<file path="config.mk">
export PLATFORM = sky130hd
export DESIGN_NAME = muldiv_seq
export DESIGN_NICKNAME = d
export VERILOG_FILES = /design/src/rtl/muldiv_seq.sv
export SDC_FILE = /design/constraint.sdc
export NUM_CORES = 1
export LEC_CHECK = 0
export CAP_MARGIN = 20
export CORE_UTILIZATION = 55
export CTS_BUF_LIST = sky130_fd_sc_hd__clkbuf_16
export CTS_CLUSTER_SIZE = 25
export DETAILED_ROUTE_END_ITERATION = 7
export PLACE_DENSITY = 0.76
export SYNTH_ARGS = -nofsm -noshare
export SYNTH_HDL_FRONTEND = slang
export SYNTH_SLANG_ARGS = --single-unit
</file>
<file path="constraint.sdc">
create_clock -name clk -period 9.89 [get_ports clk]
set_input_delay 2.4725 -clock clk [delete_from_list [all_inputs] [get_ports clk]]
set_output_delay 2.4725 -clock clk [all_outputs]
set_load 0.01 [all_outputs]
</file>
<file path="src/rtl/muldiv_seq.sv">
// muldiv_seq: multi-cycle mult/multu/div/divu sequencer and owner of the
// architectural HI/LO registers. Also executes mthi/mtlo and raises stall
// while an mfhi/mflo is issued during an iterative operation.
//
// Optional build macro MULDIV_DIVZERO_EN: a div/divu with a zero divisor
// skips the iteration phase and raises the sticky dz flag alongside done.
// When the macro is undefined, dz is tied low and divide by zero runs the
// full latency. Both builds produce the same HI/LO values.
//
// Latency: start accepted at edge N -> done and HI/LO update at edge
// N+WIDTH+2 (N+2 for the divide-by-zero shortcut). FIX takes two cycles:
// a correction phase, then a write phase.

module muldiv_seq #(
    parameter int WIDTH = 32
) (
    input  logic             clk,
    input  logic             rst,
    input  logic             start,
    input  logic [5:0]       op,
    input  logic [WIDTH-1:0] a,
    input  logic [WIDTH-1:0] b,
    input  logic             mf_req,
    output logic [WIDTH-1:0] hi,
    output logic [WIDTH-1:0] lo,
    output logic             busy,
    output logic             done,
    output logic             stall,
    output logic             dz
);

    localparam logic [1:0] S_IDLE = 2'd0;
    localparam logic [1:0] S_CALC = 2'd1;
    localparam logic [1:0] S_FIX  = 2'd2;

    localparam logic [5:0] OP_MULT  = 6'b011000;
    localparam logic [5:0] OP_MULTU = 6'b011001;
    localparam logic [5:0] OP_DIV   = 6'b011010;
    localparam logic [5:0] OP_DIVU  = 6'b011011;
    localparam logic [5:0] OP_MTHI  = 6'b010001;
    localparam logic [5:0] OP_MTLO  = 6'b010011;

    localparam int            CW        = $clog2(WIDTH + 1);
    localparam logic [CW-1:0] LAST_ITER = CW'(WIDTH - 1);

`ifdef MULDIV_DIVZERO_EN
    localparam logic DZ_SKIP = 1'b1;
`else
    localparam logic DZ_SKIP = 1'b0;
`endif

    logic [1:0]         state;
    logic [CW-1:0]      cnt;
    logic               fix_ph;     // 0: apply sign correction, 1: write HI/LO
    logic               is_div;
    logic               is_signed;
    logic               sign_a;
    logic               sign_b;
    logic               b_zero;
    logic [WIDTH-1:0]   a_raw;      // uncorrected dividend for the b == 0 result
    logic [WIDTH-1:0]   opnd;       // multiplicand or divisor magnitude
    logic [2*WIDTH-1:0] acc;        // product, or quotient in the low half
    logic [WIDTH-1:0]   rem;        // settled partial remainder (always < divisor)

    // Request decode and operand magnitudes for the capture edge.
    logic               iter_op;
    logic               signed_op;
    logic               div_op;
    logic               mt_op;
    logic [WIDTH-1:0]   a_mag;
    logic [WIDTH-1:0]   b_mag;

    // Per-iteration datapath values.
    logic [WIDTH:0]     mul_sum;
    logic [WIDTH:0]     rem_sh;     // trial value: remainder with next dividend bit, WIDTH+1 bits
    logic               rem_ge;
    logic [WIDTH-1:0]   rem_nx;

    // Sign-corrected result assembled in the first FIX cycle.
    logic [2*WIDTH-1:0] fix_val;
    logic [WIDTH-1:0]   quo_fix;
    logic [WIDTH-1:0]   rem_fix;
    logic               accept;
    logic               wr_en;

    assign busy   = (state != S_IDLE);
    assign stall  = mf_req & busy;
    assign accept = (state == S_IDLE) && start;
    assign wr_en  = (state == S_FIX) && fix_ph;

    // Decode the request and form operand magnitudes for signed ops.
    // NOTE: every signal written in an always_comb gets a default first, so no path can leave it holding a value and infer a latch.
    always_comb begin
        iter_op   = 1'b0;
        signed_op = 1'b0;
        div_op    = 1'b0;
        mt_op     = 1'b0;
        case (op)
            OP_MULT:  begin iter_op = 1'b1; signed_op = 1'b1; end
            OP_MULTU: begin iter_op = 1'b1; end
            OP_DIV:   begin iter_op = 1'b1; signed_op = 1'b1; div_op = 1'b1; end
            OP_DIVU:  begin iter_op = 1'b1; div_op = 1'b1; end
            OP_MTHI,
            OP_MTLO:  mt_op = 1'b1;
            default:  ;
        endcase
        a_mag = (signed_op && a[WIDTH-1]) ? -a : a;
        b_mag = (signed_op && b[WIDTH-1]) ? -b : b;
    end

    // One shift-add step (multiply) and one restoring shift-subtract step (divide).
    always_comb begin
        mul_sum = {1'b0, acc[2*WIDTH-1:WIDTH]} + (acc[0] ? {1'b0, opnd} : '0);
        rem_sh  = {rem, acc[WIDTH-1]};
        rem_ge  = (rem_sh >= {1'b0, opnd});
        rem_nx  = rem_ge ? WIDTH'(rem_sh - {1'b0, opnd}) : rem_sh[WIDTH-1:0];
    end

    // Sign correction: product and quotient negated when signs differ,
    // remainder follows the dividend sign; divide by zero yields {a, all ones}.
    always_comb begin
        quo_fix = (is_signed && (sign_a ^ sign_b)) ? -acc[WIDTH-1:0] : acc[WIDTH-1:0];
        rem_fix = (is_signed && sign_a) ? -rem : rem;
        if (is_div && b_zero)
            fix_val = {a_raw, {WIDTH{1'b1}}};
        else if (is_div)
            fix_val = {rem_fix, quo_fix};
        else if (is_signed && (sign_a ^ sign_b))
            fix_val = -acc;
        else
            fix_val = acc;
    end

    // Sequencer FSM and iterative datapath.
    // NOTE: the datapath registers are reset along with the control state so an aborted operation leaves nothing behind; only state/counter strictly need it.
    always_ff @(posedge clk or posedge rst) begin
        if (rst) begin
            state     <= S_IDLE;
            cnt       <= '0;
            fix_ph    <= 1'b0;
            is_div    <= 1'b0;
            is_signed <= 1'b0;
            sign_a    <= 1'b0;
            sign_b    <= 1'b0;
            b_zero    <= 1'b0;
            a_raw     <= '0;
            opnd      <= '0;
            acc       <= '0;
            rem       <= '0;
        end else begin
            // NOTE: sequential state uses non-blocking assignments so every register samples pre-edge values.
            case (state)
                S_IDLE: begin
                    if (start && iter_op) begin
                        is_div    <= div_op;
                        is_signed <= signed_op;
                        sign_a    <= signed_op & a[WIDTH-1];
                        sign_b    <= signed_op & b[WIDTH-1];
                        b_zero    <= (b == '0);
                        a_raw     <= a;
                        cnt       <= '0;
                        fix_ph    <= 1'b0;
                        rem       <= '0;
                        if (div_op) begin
                            opnd <= b_mag;
                            acc  <= {{WIDTH{1'b0}}, a_mag};
                        end else begin
                            opnd <= a_mag;
                            acc  <= {{WIDTH{1'b0}}, b_mag};
                        end
                        state <= (div_op && (b == '0) && DZ_SKIP) ? S_FIX : S_CALC;
                    end
                end
                S_CALC: begin
                    if (is_div) begin
                        rem            <= rem_nx;
                        acc[WIDTH-1:0] <= {acc[WIDTH-2:0], rem_ge};
                    end else begin
                        acc <= {mul_sum, acc[WIDTH-1:1]};
                    end
                    cnt <= cnt + 1'b1;
                    if (cnt == LAST_ITER)
                        state <= S_FIX;
                end
                S_FIX: begin
                    if (!fix_ph) begin
                        acc    <= fix_val;
                        fix_ph <= 1'b1;
                    end else begin
                        state <= S_IDLE;
                    end
                end
                default: state <= S_IDLE;
            endcase
        end
    end

    // Architectural HI/LO: written by mthi/mtlo in IDLE or by a finishing op.
    always_ff @(posedge clk or posedge rst) begin
        if (rst) begin
            hi   <= '0;
            lo   <= '0;
            done <= 1'b0;
        end else begin
            done <= 1'b0;
            if (wr_en) begin
                hi   <= acc[2*WIDTH-1:WIDTH];
                lo   <= acc[WIDTH-1:0];
                done <= 1'b1;
            end else if (accept) begin
                if (op == OP_MTHI) hi <= a;
                if (op == OP_MTLO) lo <= a;
            end
        end
    end

`ifdef MULDIV_DIVZERO_EN
    logic dz_r;

    // Sticky divide-by-zero flag: set with done, cleared by the next accepted request.
    always_ff @(posedge clk or posedge rst) begin
        if (rst)
            dz_r <= 1'b0;
        else if (accept && (iter_op || mt_op))
            dz_r <= 1'b0;
        else if (wr_en && is_div && b_zero)
            dz_r <= 1'b1;
    end

    assign dz = dz_r;
`else
    assign dz = 1'b0;
`endif

endmodule

</file>
==> reports/qor.txt, run 1 <==
Gate Count Post-Synth - 2274
Clock Latency Late Sink - 0.57 ns
Syn Std Cell Area - 18600 um2
CTS Sinks - 239
fin crit share - 61.74%
crit path DAT - 3.63 ns
Min-Delay Path Class - reg2reg
post-DP HPWL - 47170 um
CTS clk-pin slew, worst paths - 0.05 ns
Least-Margin Pin Slew - 1.109 ns
Mapped Avg Cell Area - 8.180 um2
routed wire length - 65000 um
Resized cells post-CTS - 0
cts hold-fix bufs - 0
Rel. slew slack - 25.79%
DRC viols - 0
Setup Crit Path Kind - in2out
number of buffers added on ports - 140
# nets final - 2475
# H-tree levels - 1
Post-DRT Antenna Nets - 0
CTS tree - done
vias in the first global route - 16990
static leakage - 8.876 nW
Netlist cell types - 76
root buffer cell - clkbuf_16
cts bufs inserted - 29
overall power - 6.264 mW
Cell Pwr Density - 296.7 nW/um2
register area share after synthesis - 32.15%
fin crit period - 6.106 ns
Post CTS Setup Buffer Count - 0
Total Die Area - 34560 um2
Final setup violation count - 0
Placer Congestion - 1.013
setup_tns - 0 ns
largest net degree at the start of global routing - 104
Post-synth ARST share - 100.0%
Via density - 6.628
prevailing post-synth register cell - dfrtp_1
clock skew - 0.02218 ns
outcome - completed
layout cells sized above 1 - 5.922%
DRT iter0 DRCs - 2187
Top Ports - 142
Post-synth EDFFs - 0
maxcap violations - 0
initial antenna violation count - 2
final hold violations - 0
global-route wire length before repair - 98980 um
FMAX - 163.8 MHz
worst-path fanout max - 1
GRT overflow - 0
Die Span Y - 185.9 um
RSZ-0062 raised after global routing - false
die width - 185.9 um
total number of yosys warnings - 0
Core Area - 32870 um2
# rows - 66
WL/cell - 23.30 um
GRT Resource Usage Total - 37.54%
CP Launch Type - primary input
WP data required - 7.42 ns
maximum root-to-sink buffer count - 3
post-synth net total - 2423
First-pass DRT Iterations - 8
initial core utilization - 56.59%
minimum hold slack - 0.5011 ns
CP endpoint kind - primary output
reg2reg setup slack - 5.71 ns
flops & latches, synth - 239
DR vias - 18490
peak supply drop - 0.1864 mV
max-slew violation total from the final report - 0
area delta synth->final - 13.49%
final timing paths:
check                                        to  cells after the start            startpoint
setup / recovery                          stall                      3                mf_req
hold / removal             a_raw[0]$_DFFE_PP0P_                      2  a_raw[0]$_DFFE_PP0P_
setup reg to reg            acc[63]$_DFFE_PP0P_                     13    acc[0]$_DFFE_PP0P_
hold reg to reg            a_raw[0]$_DFFE_PP0P_                      2  a_raw[0]$_DFFE_PP0P_
max in group asynchronous    b_zero$_DFFE_PP0P_                      3                   rst
min in group asynchronous    acc[2]$_DFFE_PP0P_                      2                   rst
synth_stat cells, types with 10 or more instances:
| library cell | number | share of area [%] |
|---|---|---|
| and2_1 | 13 | 0.44 |
| nand3_1 | 30 | 0.81 |
| mux2i_1 | 108 | 5.8 |
| dfrtp_1 | 239 | 32 |
| ha_1 | 73 | 4.9 |
| o31ai_1 | 28 | 1.1 |
| nor2_1 | 179 | 3.6 |
| a21oi_1 | 151 | 4.1 |
| nand2b_1 | 15 | 0.50 |
| clkbuf_1 | 132 | 2.7 |
| a221oi_1 | 12 | 0.57 |
| nor2b_1 | 20 | 0.67 |
| a22oi_1 | 22 | 0.89 |
| mux2_2 | 43 | 2.6 |
| nand4_1 | 17 | 0.57 |
| a211oi_1 | 12 | 0.48 |
| nand2_1 | 278 | 5.6 |
| o41ai_1 | 16 | 0.75 |
| nor4_1 | 24 | 0.81 |
| xor2_1 | 87 | 4.1 |
| or4_1 | 21 | 0.85 |
| o21bai_1 | 10 | 0.40 |
| inv_1 | 64 | 1.3 |
| o21a_1 | 15 | 0.61 |
| o21ai_0 | 291 | 7.8 |
| a221o_1 | 24 | 1.3 |
| nor3_1 | 47 | 1.3 |
| a21o_1 | 40 | 1.6 |
| xnor2_1 | 87 | 4.1 |
| o221ai_1 | 17 | 0.80 |
| o211ai_1 | 26 | 1.0 |
metrics by stage:
step	setup slack [ns]	cells	area, um2	utilization, %
floorplan	0.8577	2274	18600	-
global placement	3.838	2734	20220	61.53
detailed placement	3.787	2734	20220	61.53
CTS	3.781	2786	21070	64.11
global route	3.730	2789	21110	64.22
finish	3.784	2790	21110	64.23
flip-flops by register name (all words and copies together) (netlist names):
| signal | cells |
|---|---|
| acc | 64 |
| a_raw | 32 |
| hi | 32 |
| lo | 32 |
| opnd | 32 |
| rem | 32 |
| cnt | 6 |
| state | 2 |
| b_zero | 1 |
| done | 1 |
| fix_ph | 1 |
| is_div | 1 |
| is_signed | 1 |
| sign_a | 1 |
| sign_b | 1 |
power breakdown:
part | switching [mW] | internal [mW] | total [mW]
registers | 0.465 | 1.36 | 1.82
logic | 2.10 | 1.37 | 3.46
clock network | 0.430 | 0.551 | 0.981
critical path, stage by stage:
cell and delay, ns:
clkdlybuf4s50_1 0.46, nor2b_1 0.14, clkdlybuf4s50_1 0.56
per-layer routing:
metal	GRT usage, %	wire length [um]	share of wire (%)	vias up
met4	16.56	2897	4.5	0
met2	55.66	27860	43	1055
met3	5.654	6661	10	162
li1	-	-	-	8356
met5	0	0	0	-
met1	53.92	27590	42	8920
cell type report:
type | instances | area [um2]
Multi-Input combinational cell | 1824 | 11850
Fill cell | 2908 | 11760
Sequential cell | 239 | 5983
Timing Repair Buffer | 168 | 1625
Clock buffer | 29 | 725.7
Tap cell | 442 | 553.0
Inverter | 64 | 247.7
Clock inverter | 23 | 123.9
Antenna cell | 1 | 2.502
cells in the final DEF (no fill, tap or decap), types with 12 or more instances in the layout:
master / count
nand4_1: 17
xor2_1: 87
and2_1: 13
o41ai_1: 16
nor2b_1: 20
a21oi_1: 150
a221oi_1: 12
xnor2_1: 87
mux2_2: 43
mux2i_1: 108
nand3_1: 29
nand2b_1: 15
o221ai_1: 17
inv_1: 72
a221o_1: 24
o31ai_1: 28
o21ai_0: 291
nor2_1: 179
nor3_1: 47
a21o_1: 40
o21a_1: 15
buf_4: 25
nand2_1: 277
clkbuf_16: 29
nor4_1: 23
a22oi_1: 22
dfrtp_1: 237
a211oi_1: 12
ha_1: 73
or4_1: 21
o211ai_1: 26
clkdlybuf4s50_1: 140
cells by family after synthesis:
logic type / synth area share, %
AOI/OAI and AO/OA: 24.61
and+or+nand+nor: 17.11
DFF: 32.15
buffers and inverters: 4.372
xor gates and xnor gates: 8.193
muxes: 8.415
adders and majority gates: 5.126
other: 0.02016
No activity file was read; power rests on OpenSTA's default activity.
==> run 2, diff against run 1 <==
- clock period: 9.89 -> 6.05 ns (I/O delays scaled with it)
==> reports/qor.txt, run 2 (synthesis gave the netlist of run 1 again) <==
Post CTS Setup Buffer Count - 0 (unchanged)
outcome - completed
Reg power frac - 28.8% (-0.3 points)
GRT overflow - 0 (unchanged)
CTS Sinks - 239 (unchanged)
Worst Reg-to-Reg Cells - 11 (-2)
Min-Delay Path Class - reg2reg
CP Launch Type - primary input
initial antenna violation count - 1 (-1)
routed wire length - 64790 um (-0.33%)
WL/cell - 23.21 um (-0.40%)
max-slew violation total from the final report - 0 (unchanged)
RSZ-0062 raised after global routing - false
DRC viols - 0 (unchanged)
Cell Int Power - 5.579 mW (+70%)
WP data required - 6.50 ns (-0.92 ns)
final hold violations - 0 (unchanged)
Fillers - 2853 (-1.9%)
Resized cells post-CTS - 0 (unchanged)
CP endpoint kind - flip-flop
Post-DRT Antenna Nets - 0 (unchanged)
n_diodes - 0 (-1)
clock power share - 17.5% (+1.8 points)
FMAX - 216.0 MHz
sw frac - 46.80% (-0.95 points)
Multi-input gate area - 11850 um2 (unchanged)
crit path DAT - 5.08 ns (+1.45 ns)
reg2reg setup slack - 1.78 ns (-3.93 ns)
Least-Margin Pin Slew - 1.116 ns (+0.006874 ns)
number of buffers added on ports - 140 (unchanged)
First-pass DRT Iterations - 6 (-2)
Setup WS post-layout - 1.420 ns (-2.364 ns)
Die Span Y - 185.9 um (unchanged)
max reg flops - 64 (unchanged)
fin crit share - 76.53%
post-DP HPWL - 46920 um (-0.51%)
Final setup violation count - 0 (unchanged)
Rel. slew slack - 25.59% (-0.20 points)
Placer Congestion - 0.9621 (-5.0%)
root buffer cell - clkbuf_16
Cell Pwr Density - 492.9 nW/um2 (+66%)
pre-CTS setup slack - 0.9534 ns (-2.834 ns)
Clock Latency Late Sink - 0.56 ns (about the same)
# rows - 66 (unchanged)
die width - 185.9 um (unchanged)
maxcap violations - 0 (unchanged)
global-route wire length before repair - 99900 um (+0.93%)
DR vias - 18510 (+0.097%)
overall power - 10.49 mW (+67%)
area delta synth->final - 14.39%
Via density - 6.630 (about the same)
Final Non-Filler Cells - 2792 (+0.072%)
layout cells sized above 1 - 6.340% (+0.42 points)
Top Ports - 142 (unchanged)
worst hold stages - 2 (unchanged)
Setup Crit Path Kind - in2reg
peak supply drop - 0.3750 mV (+100%)
largest net degree at the start of global routing - 182 (+75%)
# H-tree levels - 1 (unchanged)
Comb pwr share - 53.8% (-1.5 points)
final std cell area, no fill - 21280 um2 (+0.79%)
cts bufs inserted - 29 (unchanged)
Total Die Area - 34560 um2 (unchanged)
Biggest register - acc
GRT Resource Usage Total - 37.64% (+0.11 points)
placed cells - 2744 (+0.37%)
clock skew - 0.01896 ns (-0.003214 ns)
Switch Pwr - 4.908 mW (+64%)
static leakage - 8.924 nW (+0.54%)
worst-path fanout max - 7 (+6)
Core Area - 32870 um2 (unchanged)
fin crit period - 4.630 ns
CTS tree - done
most common cell after layout, fill and taps aside - o21ai_0
cts hold-fix bufs - 0 (unchanged)
maximum root-to-sink buffer count - 3 (unchanged)
fin util - 64.74% (+0.51 points)
CTS clk-pin slew, worst paths - 0.06 ns (about the same)
Placed Area - 20310 um2 (+0.41%)
# nets final - 2482 (+0.28%)
DRT iter0 DRCs - 2342 (+7.1%)
Storage cell area - 5983 um2 (unchanged)
vias in the first global route - 17140 (+0.87%)
setup_tns - 0 ns (unchanged)
initial core utilization - 56.59% (unchanged)
minimum hold slack - 0.4897 ns (-0.01139 ns)
most frequent cells in the layout - o21ai_0, nand2_1, dfrtp_1
==> run 2: cell type report <==
type,count,share of cell area [%]
clock buffer,29,3.411
clock inverter,19,1.153
inverter,64,1.147
multi-input combinational,1824,55.69
sequential,239,28.12
tap,442,2.599
timing repair buffer,175,7.880
==> run 2: metal layers <==
layer | wire length [um] | part of all wire (%) | track usage, % | vias to the layer above
met5 | 0 | 0 | 0 | -
met2 | 28130 | 43 | 56.75 | 1098
li1 | - | - | - | 8371
met3 | 6842 | 11 | 6.946 | 171
met1 | 27280 | 42 | 53.32 | 8871
met4 | 2531 | 3.9 | 14.39 | 0
==> run 2: path summary, 6_finish.rpt <==
path | from | end
setup / recovery | a[11] | acc[30]$_DFFE_PP0P_
hold / removal | a_raw[0]$_DFFE_PP0P_ | a_raw[0]$_DFFE_PP0P_
setup reg to reg | acc[31]$_DFFE_PP0P_ | rem[0]$_DFFE_PP0P_
hold reg to reg | a_raw[0]$_DFFE_PP0P_ | a_raw[0]$_DFFE_PP0P_
max in group asynchronous | rst | b_zero$_DFFE_PP0P_
min in group asynchronous | rst | lo[5]$_DFFE_PP0P_
==> run 2: power by group through the flow <==
stage	registers [mW]	clock network [mW]	logic [mW]
final	3.02	1.83	5.64
after detailed placement	2.99	0	5.45
after CTS	2.98	1.83	5.51
after global routing	3.08	1.91	6.11
after global placement	2.97	0	5.34
after floorplan	2.68	0	3.87
==> run 2: critical path: stages <==
cell and delay, ns:
clkdlybuf4s50_1 0.58, or4_4 0.63, or4_4 0.45, or3_4 0.43, o31ai_4 0.25, a21boi_0 0.42, a21boi_0 0.32, xor2_1 0.24
nor2_1 0.07, o21a_1 0.20
